<file path="config.mk">
export PLATFORM = sky130hd
export DESIGN_NAME = sonic_v1_15_pcs_eth_10g_mac_rx_link_fault_detect_flat
export DESIGN_NICKNAME = d
export VERILOG_FILES = /design/src/rtl/sonic_v1_15_pcs_eth_10g_mac_rx_link_fault_detect_if.sv /design/src/rtl/sonic_v1_15_pcs_eth_10g_mac_rx_link_fault_detect.sv /design/src/flat_wrapper.sv
export SDC_FILE = /design/constraint.sdc
export NUM_CORES = 1
export LEC_CHECK = 0
export ABC_CLOCK_PERIOD_IN_PS = 9450
export CAP_MARGIN = 20
export CORE_MARGIN = 8
export CORE_UTILIZATION = 41
export CTS_CLUSTER_SIZE = 28
export DETAILED_ROUTE_END_ITERATION = 8
export GPL_ROUTABILITY_DRIVEN = 1
export HOLD_SLACK_MARGIN = 0.03
export PLACE_DENSITY = 0.74
export SLEW_MARGIN = 20
export SYNTH_ARGS = -nofsm -noshare
export SYNTH_HDL_FRONTEND = slang
export SYNTH_SLANG_ARGS = --single-unit
</file>
<file path="constraint.sdc">
create_clock -name clk -period 9.45 [get_ports clk]
set_clock_uncertainty 0.2 [all_clocks]
set_input_delay 1.4175 -clock clk [delete_from_list [all_inputs] [get_ports clk]]
set_output_delay 1.4175 -clock clk [all_outputs]
set_load 0.01 [all_outputs]
</file>
<file path="src/rtl/sonic_v1_15_pcs_eth_10g_mac_rx_link_fault_detect_if.sv">
// Bundles the XGMII RX input stream and the 2-bit link-fault-status ready/valid source.
// master: the fault detector (consumes XGMII, drives out_valid/out_data, observes out_ready).
// slave : the environment (drives XGMII and out_ready, observes the status stream).
interface sonic_v1_15_pcs_eth_10g_mac_rx_link_fault_detect_if;
    logic [63:0] xgmii_rx_data;
    logic [7:0]  xgmii_rx_ctrl;
    logic        xgmii_rx_valid;
    logic        out_valid;
    logic        out_ready;
    logic [1:0]  out_data;

    modport master (
        input  xgmii_rx_data,
        input  xgmii_rx_ctrl,
        input  xgmii_rx_valid,
        input  out_ready,
        output out_valid,
        output out_data
    );

    modport slave (
        output xgmii_rx_data,
        output xgmii_rx_ctrl,
        output xgmii_rx_valid,
        output out_ready,
        input  out_valid,
        input  out_data
    );
endinterface

</file>
<file path="src/rtl/sonic_v1_15_pcs_eth_10g_mac_rx_link_fault_detect.sv">
// Purpose: link fault state machine over a 2-column XGMII RX stream; reports status changes.
// Latency: a status change caused by columns in cycle N is presented on out_valid/out_data in N+1.
// Backpressure: a pending change holds out_valid until accepted; newer changes overwrite out_data.
// Ports: clk, reset_n (sync, active-low); lf (master modport) carries XGMII in and the status stream.
module sonic_v1_15_pcs_eth_10g_mac_rx_link_fault_detect #(
    parameter int COL_WINDOW    = 128,
    parameter int SEQ_THRESHOLD = 4,
    parameter int CNT_W         = 8
) (
    input  logic clk,
    input  logic reset_n,
    sonic_v1_15_pcs_eth_10g_mac_rx_link_fault_detect_if.master lf
);

    localparam int               SEQ_W   = $clog2(SEQ_THRESHOLD + 1);
    localparam logic [SEQ_W-1:0] SEQ_MAX = SEQ_W'(SEQ_THRESHOLD);
    localparam logic [CNT_W-1:0] COL_MAX = CNT_W'(COL_WINDOW);

    localparam logic [1:0] ST_OK     = 2'b00;
    localparam logic [1:0] ST_LOCAL  = 2'b01;
    localparam logic [1:0] ST_REMOTE = 2'b10;

    typedef struct packed {
        logic [1:0]       fault;
        logic [1:0]       last_type;
        logic [SEQ_W-1:0] seq_cnt;
        logic [CNT_W-1:0] col_cnt;
    } lf_state_t;

    // Classify one 32-bit column: returns the fault type, or ST_OK for any ordinary column.
    function automatic logic [1:0] col_type(input logic [31:0] d, input logic [3:0] c);
        logic [1:0] t;
        t = ST_OK;
        if (c == 4'b0001 && d[7:0] == 8'h9C && d[15:8] == 8'h00 && d[23:16] == 8'h00) begin
            if (d[31:24] == 8'h01) begin
                t = ST_LOCAL;
            end else if (d[31:24] == 8'h02) begin
                t = ST_REMOTE;
            end
        end
        return t;
    endfunction

    // Advance the fault state by a single column of type t.
    function automatic lf_state_t col_step(input lf_state_t s, input logic [1:0] t);
        lf_state_t n;
        n = s;
        if (t != ST_OK) begin
            if (t == s.last_type && s.col_cnt < COL_MAX) begin
                if (s.seq_cnt < SEQ_MAX) begin
                    n.seq_cnt = s.seq_cnt + 1'b1;
                end
            end else begin
                n.seq_cnt   = SEQ_W'(1);
                n.last_type = t;
            end
            n.col_cnt = '0;
            // A held fault of the other type stays until this type reaches the threshold.
            if (n.seq_cnt == SEQ_MAX) begin
                n.fault = t;
            end
        end else if (s.col_cnt < COL_MAX) begin
            n.col_cnt = s.col_cnt + 1'b1;
            // Clear only on the column that reaches the window, not while saturated.
            if (n.col_cnt == COL_MAX) begin
                n.seq_cnt   = '0;
                n.last_type = ST_OK;
                n.fault     = ST_OK;
            end
        end
        return n;
    endfunction

    lf_state_t  st_q, st_d, st_mid;
    logic [1:0] type0, type1;
    logic       out_valid_q, out_valid_d;
    logic [1:0] out_data_q, out_data_d;
    logic       changed;

    always_comb begin
        type0  = col_type(lf.xgmii_rx_data[31:0],  lf.xgmii_rx_ctrl[3:0]);
        type1  = col_type(lf.xgmii_rx_data[63:32], lf.xgmii_rx_ctrl[7:4]);
        // Column 1 sees the state already updated by column 0.
        st_mid = col_step(st_q, type0);
        st_d   = lf.xgmii_rx_valid ? col_step(st_mid, type1) : st_q;

        // Only the end-of-cycle fault matters; a set-then-clear in one cycle is no change.
        changed     = (st_d.fault != st_q.fault);
        out_valid_d = out_valid_q;
        out_data_d  = out_data_q;
        if (changed) begin
            // Latest status wins; a simultaneous transfer consumed the previous value.
            out_valid_d = 1'b1;
            out_data_d  = st_d.fault;
        end else if (out_valid_q && lf.out_ready) begin
            out_valid_d = 1'b0;
        end
    end

    always_ff @(posedge clk) begin
        if (!reset_n) begin
            st_q        <= '0;
            out_valid_q <= 1'b0;
            out_data_q  <= ST_OK;
        end else begin
            st_q        <= st_d;
            out_valid_q <= out_valid_d;
            out_data_q  <= out_data_d;
        end
    end

    assign lf.out_valid = out_valid_q;
    assign lf.out_data  = out_data_q;

endmodule

</file>
<file path="src/flat_wrapper.sv">
// flat-port wrapper written by rule: the top's interface ports become plain ports
module sonic_v1_15_pcs_eth_10g_mac_rx_link_fault_detect_flat 
#(
    parameter int COL_WINDOW    = 128,
    parameter int SEQ_THRESHOLD = 4,
    parameter int CNT_W         = 8
)
  (clk, reset_n, lf_xgmii_rx_data, lf_xgmii_rx_ctrl, lf_xgmii_rx_valid, lf_out_ready, lf_out_valid, lf_out_data);
  sonic_v1_15_pcs_eth_10g_mac_rx_link_fault_detect_if lf_i ();
  input  logic clk;
  input  logic reset_n;
  input wire logic [$bits(lf_i.xgmii_rx_data)-1:0] lf_xgmii_rx_data;
  input wire logic [$bits(lf_i.xgmii_rx_ctrl)-1:0] lf_xgmii_rx_ctrl;
  input wire logic [$bits(lf_i.xgmii_rx_valid)-1:0] lf_xgmii_rx_valid;
  input wire logic [$bits(lf_i.out_ready)-1:0] lf_out_ready;
  output wire logic [$bits(lf_i.out_valid)-1:0] lf_out_valid;
  output wire logic [$bits(lf_i.out_data)-1:0] lf_out_data;
  assign lf_i.xgmii_rx_data = lf_xgmii_rx_data;
  assign lf_i.xgmii_rx_ctrl = lf_xgmii_rx_ctrl;
  assign lf_i.xgmii_rx_valid = lf_xgmii_rx_valid;
  assign lf_i.out_ready = lf_out_ready;
  assign lf_out_valid = lf_i.out_valid;
  assign lf_out_data = lf_i.out_data;
  sonic_v1_15_pcs_eth_10g_mac_rx_link_fault_detect #(.COL_WINDOW(COL_WINDOW), .SEQ_THRESHOLD(SEQ_THRESHOLD), .CNT_W(CNT_W)) u_core (.clk(clk), .reset_n(reset_n), .lf(lf_i));
endmodule
</file>
==> impl_results.md <==
* Synthesized area at 2231 um2
* Crit-path max cell delay at 0.66 ns
* Synth area leader: dfxtp_1
* WS Path Type: input port to flop
* Worst Hold Class: flop to flop
* Via/cell ratio at 5.924
* Post-DP Area at 3049 um2
* Most frequent cells after synthesis: nand2_1, a21oi_1, dfxtp_1, nor2_1, nor4_1
* Post-synthesis instance total at 291
* Maximum vdd drop at 0.08365 mV
* Most common cell on crit path: nor4_1
* Starting Density at 41.53%
* Syn avg cell area at 7.666 um2
* Status: finished clean
* Synth Register Bits at 18
* Antenna Nets Post-Route at 0
* Post-CTS Hold Fix Bufs at 0
* I/O pin count at 79
* Worst Path Arrival at 5.59 ns
* GR peak layer: met2
* Pre-CTS setup slack at 3.528 ns
* Worst Max-Slew Pin Slew at 0.7205 ns
* Max-cap viol count at 0
* Critical Path Source Type: input port
* Worst-path clk slew at 0.08 ns
* CTS tree: yes
* M1 GR Usage at 22.35%
* Post-DP HPWL at 5.960 mm
* Met2 Use GR at 29.94%
* Gpl congestion at 1.014
* HP Start: u_core.st_q[9]
* Drt pass-1 iters at 4
* Worst setup EP type: flop
* Worst hold endpoint: u_core.st_q[9]
* Drt drc at 0
* Setup repair bufs after CTS at 0
* Die X at 89.77 um
* Fraction of registers with async set/reset at 0%
* Hold Crit Depth at 2
* FF-to-FF setup slack at 4.93 ns
* Full die area at 8058 um2
* R2r worst-path depth at 16
* Largest net degree at the start of global routing at 20
* Initial antenna violation count at 0
* Number of synthesized flops with an enable pin at 0
* Reg2reg end: u_core.lf.out_data[0]
* Unrepaired setup endpoints after global routing: no
* Max FO, Critical Path at 9
* Fin worst setup slack at 3.813 ns
* Skew-Pair Late Insertion Delay at 0.26 ns
* Post-Syn Nets at 374
* Critical path cell sequence: clkdlybuf4s50_1, nor4_2, nand4_1, or4_1, nand2b_1, ha_1, nand3_1, nor4_1, nor4_1, a31oi_1, nor3_1, a41o_1, a211oi_2, o221ai_2, mux2_1
* Routed via count at 2565
* Final worst path period share at 59.65%
* CTS max path bufs at 2
* Seq/Total Area, Yosys at 16.15%
* Post-CTS sizing at 0
* Area of the multi-input gates at 1773 um2
* Root Driver: clkbuf_8
* M3 GR Usage at 2.244%
* Main synth FF type: dfxtp_1
* Core Util, Final at 57.54%
* Die Ht at 89.77 um
* Slowest-stage cell, CP: or4_1
* Reg area at 360.3 um2
* Iter 0 DRT Violations at 209
* Diode count at 0
* Rows at 27
* First-pass GRT wire length at 12.04 mm
* Area Growth Syn to Fin at 38.53%
* Inst Count DP at 430
* Final instance area at 3090 um2
* Synth top area cells: dfxtp_1, nor4_1, a21oi_1
* Slew Limit Fails at 0
* CTS Sinks at 18
* Num CTS Buffers at 3
* Maximum clock rate at 177.4 MHz
* GR Overflow Total at 0
* Reg2reg start: u_core.st_q[0]
* Worst hold slack at 0.3531 ns
* P_leak at 1.026 nW
* Port buffer count at 78
* Layout Cells excl Fill at 433
* Final Power at 0.2074 mW
* Setup TNS at 0 ns
* Vias in the first global route at 2555
* Minimum clock period at 5.637 ns
* Core area at 5371 um2
* Synth warn at 0
* H-tree lvl count at 1
* Share of layout cells above drive strength 1 at 6.925%
* Global Route Usage Sum at 17.28%
* Filler cell count at 512
* Fin nets at 446
* Worst Path Required at 9.40 ns
* Hold Vio Cnt, Final at 0
* Setup-failing EPs final at 0
* Power density cells at 67.11 nW/um2
* Distinct cells, synth at 67
* Slew margin rel. at 51.74%
* Per-cell routed wire length at 16.31 um
* Yosys top cell area share at 16.15%
* Most frequent cell after synthesis: nand2_1
* Final WL at 7.062 mm
-- final cells by class --
type	count	area share, %
inverters	10	1.215
repair buffers	79	25.51
clock buffers	3	1.336
well taps	72	2.915
flip-flops and latches	18	11.66
multi-input cells	251	57.37
-- how the worst max path moves through the flow --
stage / to / from / slack, ns / cells past startpoint
floorplan: u_core.lf.out_data[0] / lf_xgmii_rx_data[21] / 4.44 / 15
global placement: u_core.lf.out_data[0] / lf_xgmii_rx_data[14] / 3.69 / 15
detailed placement: u_core.lf.out_data[0] / lf_xgmii_rx_data[13] / 3.53 / 15
CTS: u_core.lf.out_data[0] / lf_xgmii_rx_data[14] / 3.83 / 15
global route: u_core.lf.out_data[1] / lf_xgmii_rx_data[8] / 3.36 / 15
finish: u_core.lf.out_data[0] / lf_xgmii_rx_ctrl[2] / 3.81 / 15
-- logic make-up after synthesis --
logic type	count (synthesis)	synth area share, %
buffers and inverters	22	4.374
xor gates and xnor gates	16	7.628
muxes	5	2.356
and+or+nand+nor	153	42.85
adders and majority gates	7	3.926
DFF	18	16.15
AOI/OAI and AO/OA	70	22.71
-- cell usage in the layout (no fill, tap or decap), types with 4 or more instances in the layout --
| master | Yosys | layout |
|---|---|---|
| or3_1 | 5 | 5 |
| nor4_1 | 17 | 17 |
| nand2_1 | 22 | 22 |
| dfxtp_1 | 18 | 18 |
| nand2b_1 | 8 | 8 |
| nand4_1 | 9 | 9 |
| a21oi_1 | 21 | 21 |
| o21a_1 | 4 | 4 |
| and2_1 | 5 | 5 |
| o21ai_0 | 7 | 7 |
| nor3_1 | 12 | 12 |
| nor4_2 | 4 | 4 |
| clkdlybuf4s50_1 | 0 | 78 |
| nor4b_1 | 11 | 11 |
| nor2_1 | 17 | 17 |
| nor2b_1 | 6 | 6 |
| or4_1 | 4 | 4 |
| nand3_1 | 12 | 12 |
| nor4bb_1 | 4 | 4 |
| inv_1 | 7 | 7 |
| ha_1 | 7 | 7 |
| xnor2_1 | 9 | 9 |
-- worst max-delay path: cells and delay by family --
kind            cells  cell delay (ns)
simple gates        8             2.09
compound gates      4             1.15
buf+inv             1             0.42
mux                 1             0.32
fa+ha+maj           1             0.20
-- power breakdown --
group | switching (mW) | leakage, nW | internal (mW)
clock network | 0.0256 | 0.0216 | 0.0283
logic | 0.0269 | 0.857 | 0.0434
registers | 0.00408 | 0.147 | 0.0791
total | 0.0566 | 1.03 | 0.151
-- routing by layer --
| layer | routed length, um | vias up |
|---|---|---|
| li1 | - | 1286 |
| met1 | 3205 | 1202 |
| met2 | 3434 | 73 |
| met3 | 387 | 4 |
| met4 | 35 | 0 |
| met5 | 0 | - |
-- state kept, by name (all words and copies together) (netlist names) --
name                 flops
u_core.lf.out_data       2
u_core.lf.out_valid      1
u_core.st_q             15
Note: power is estimated with default switching activity, not from simulation.
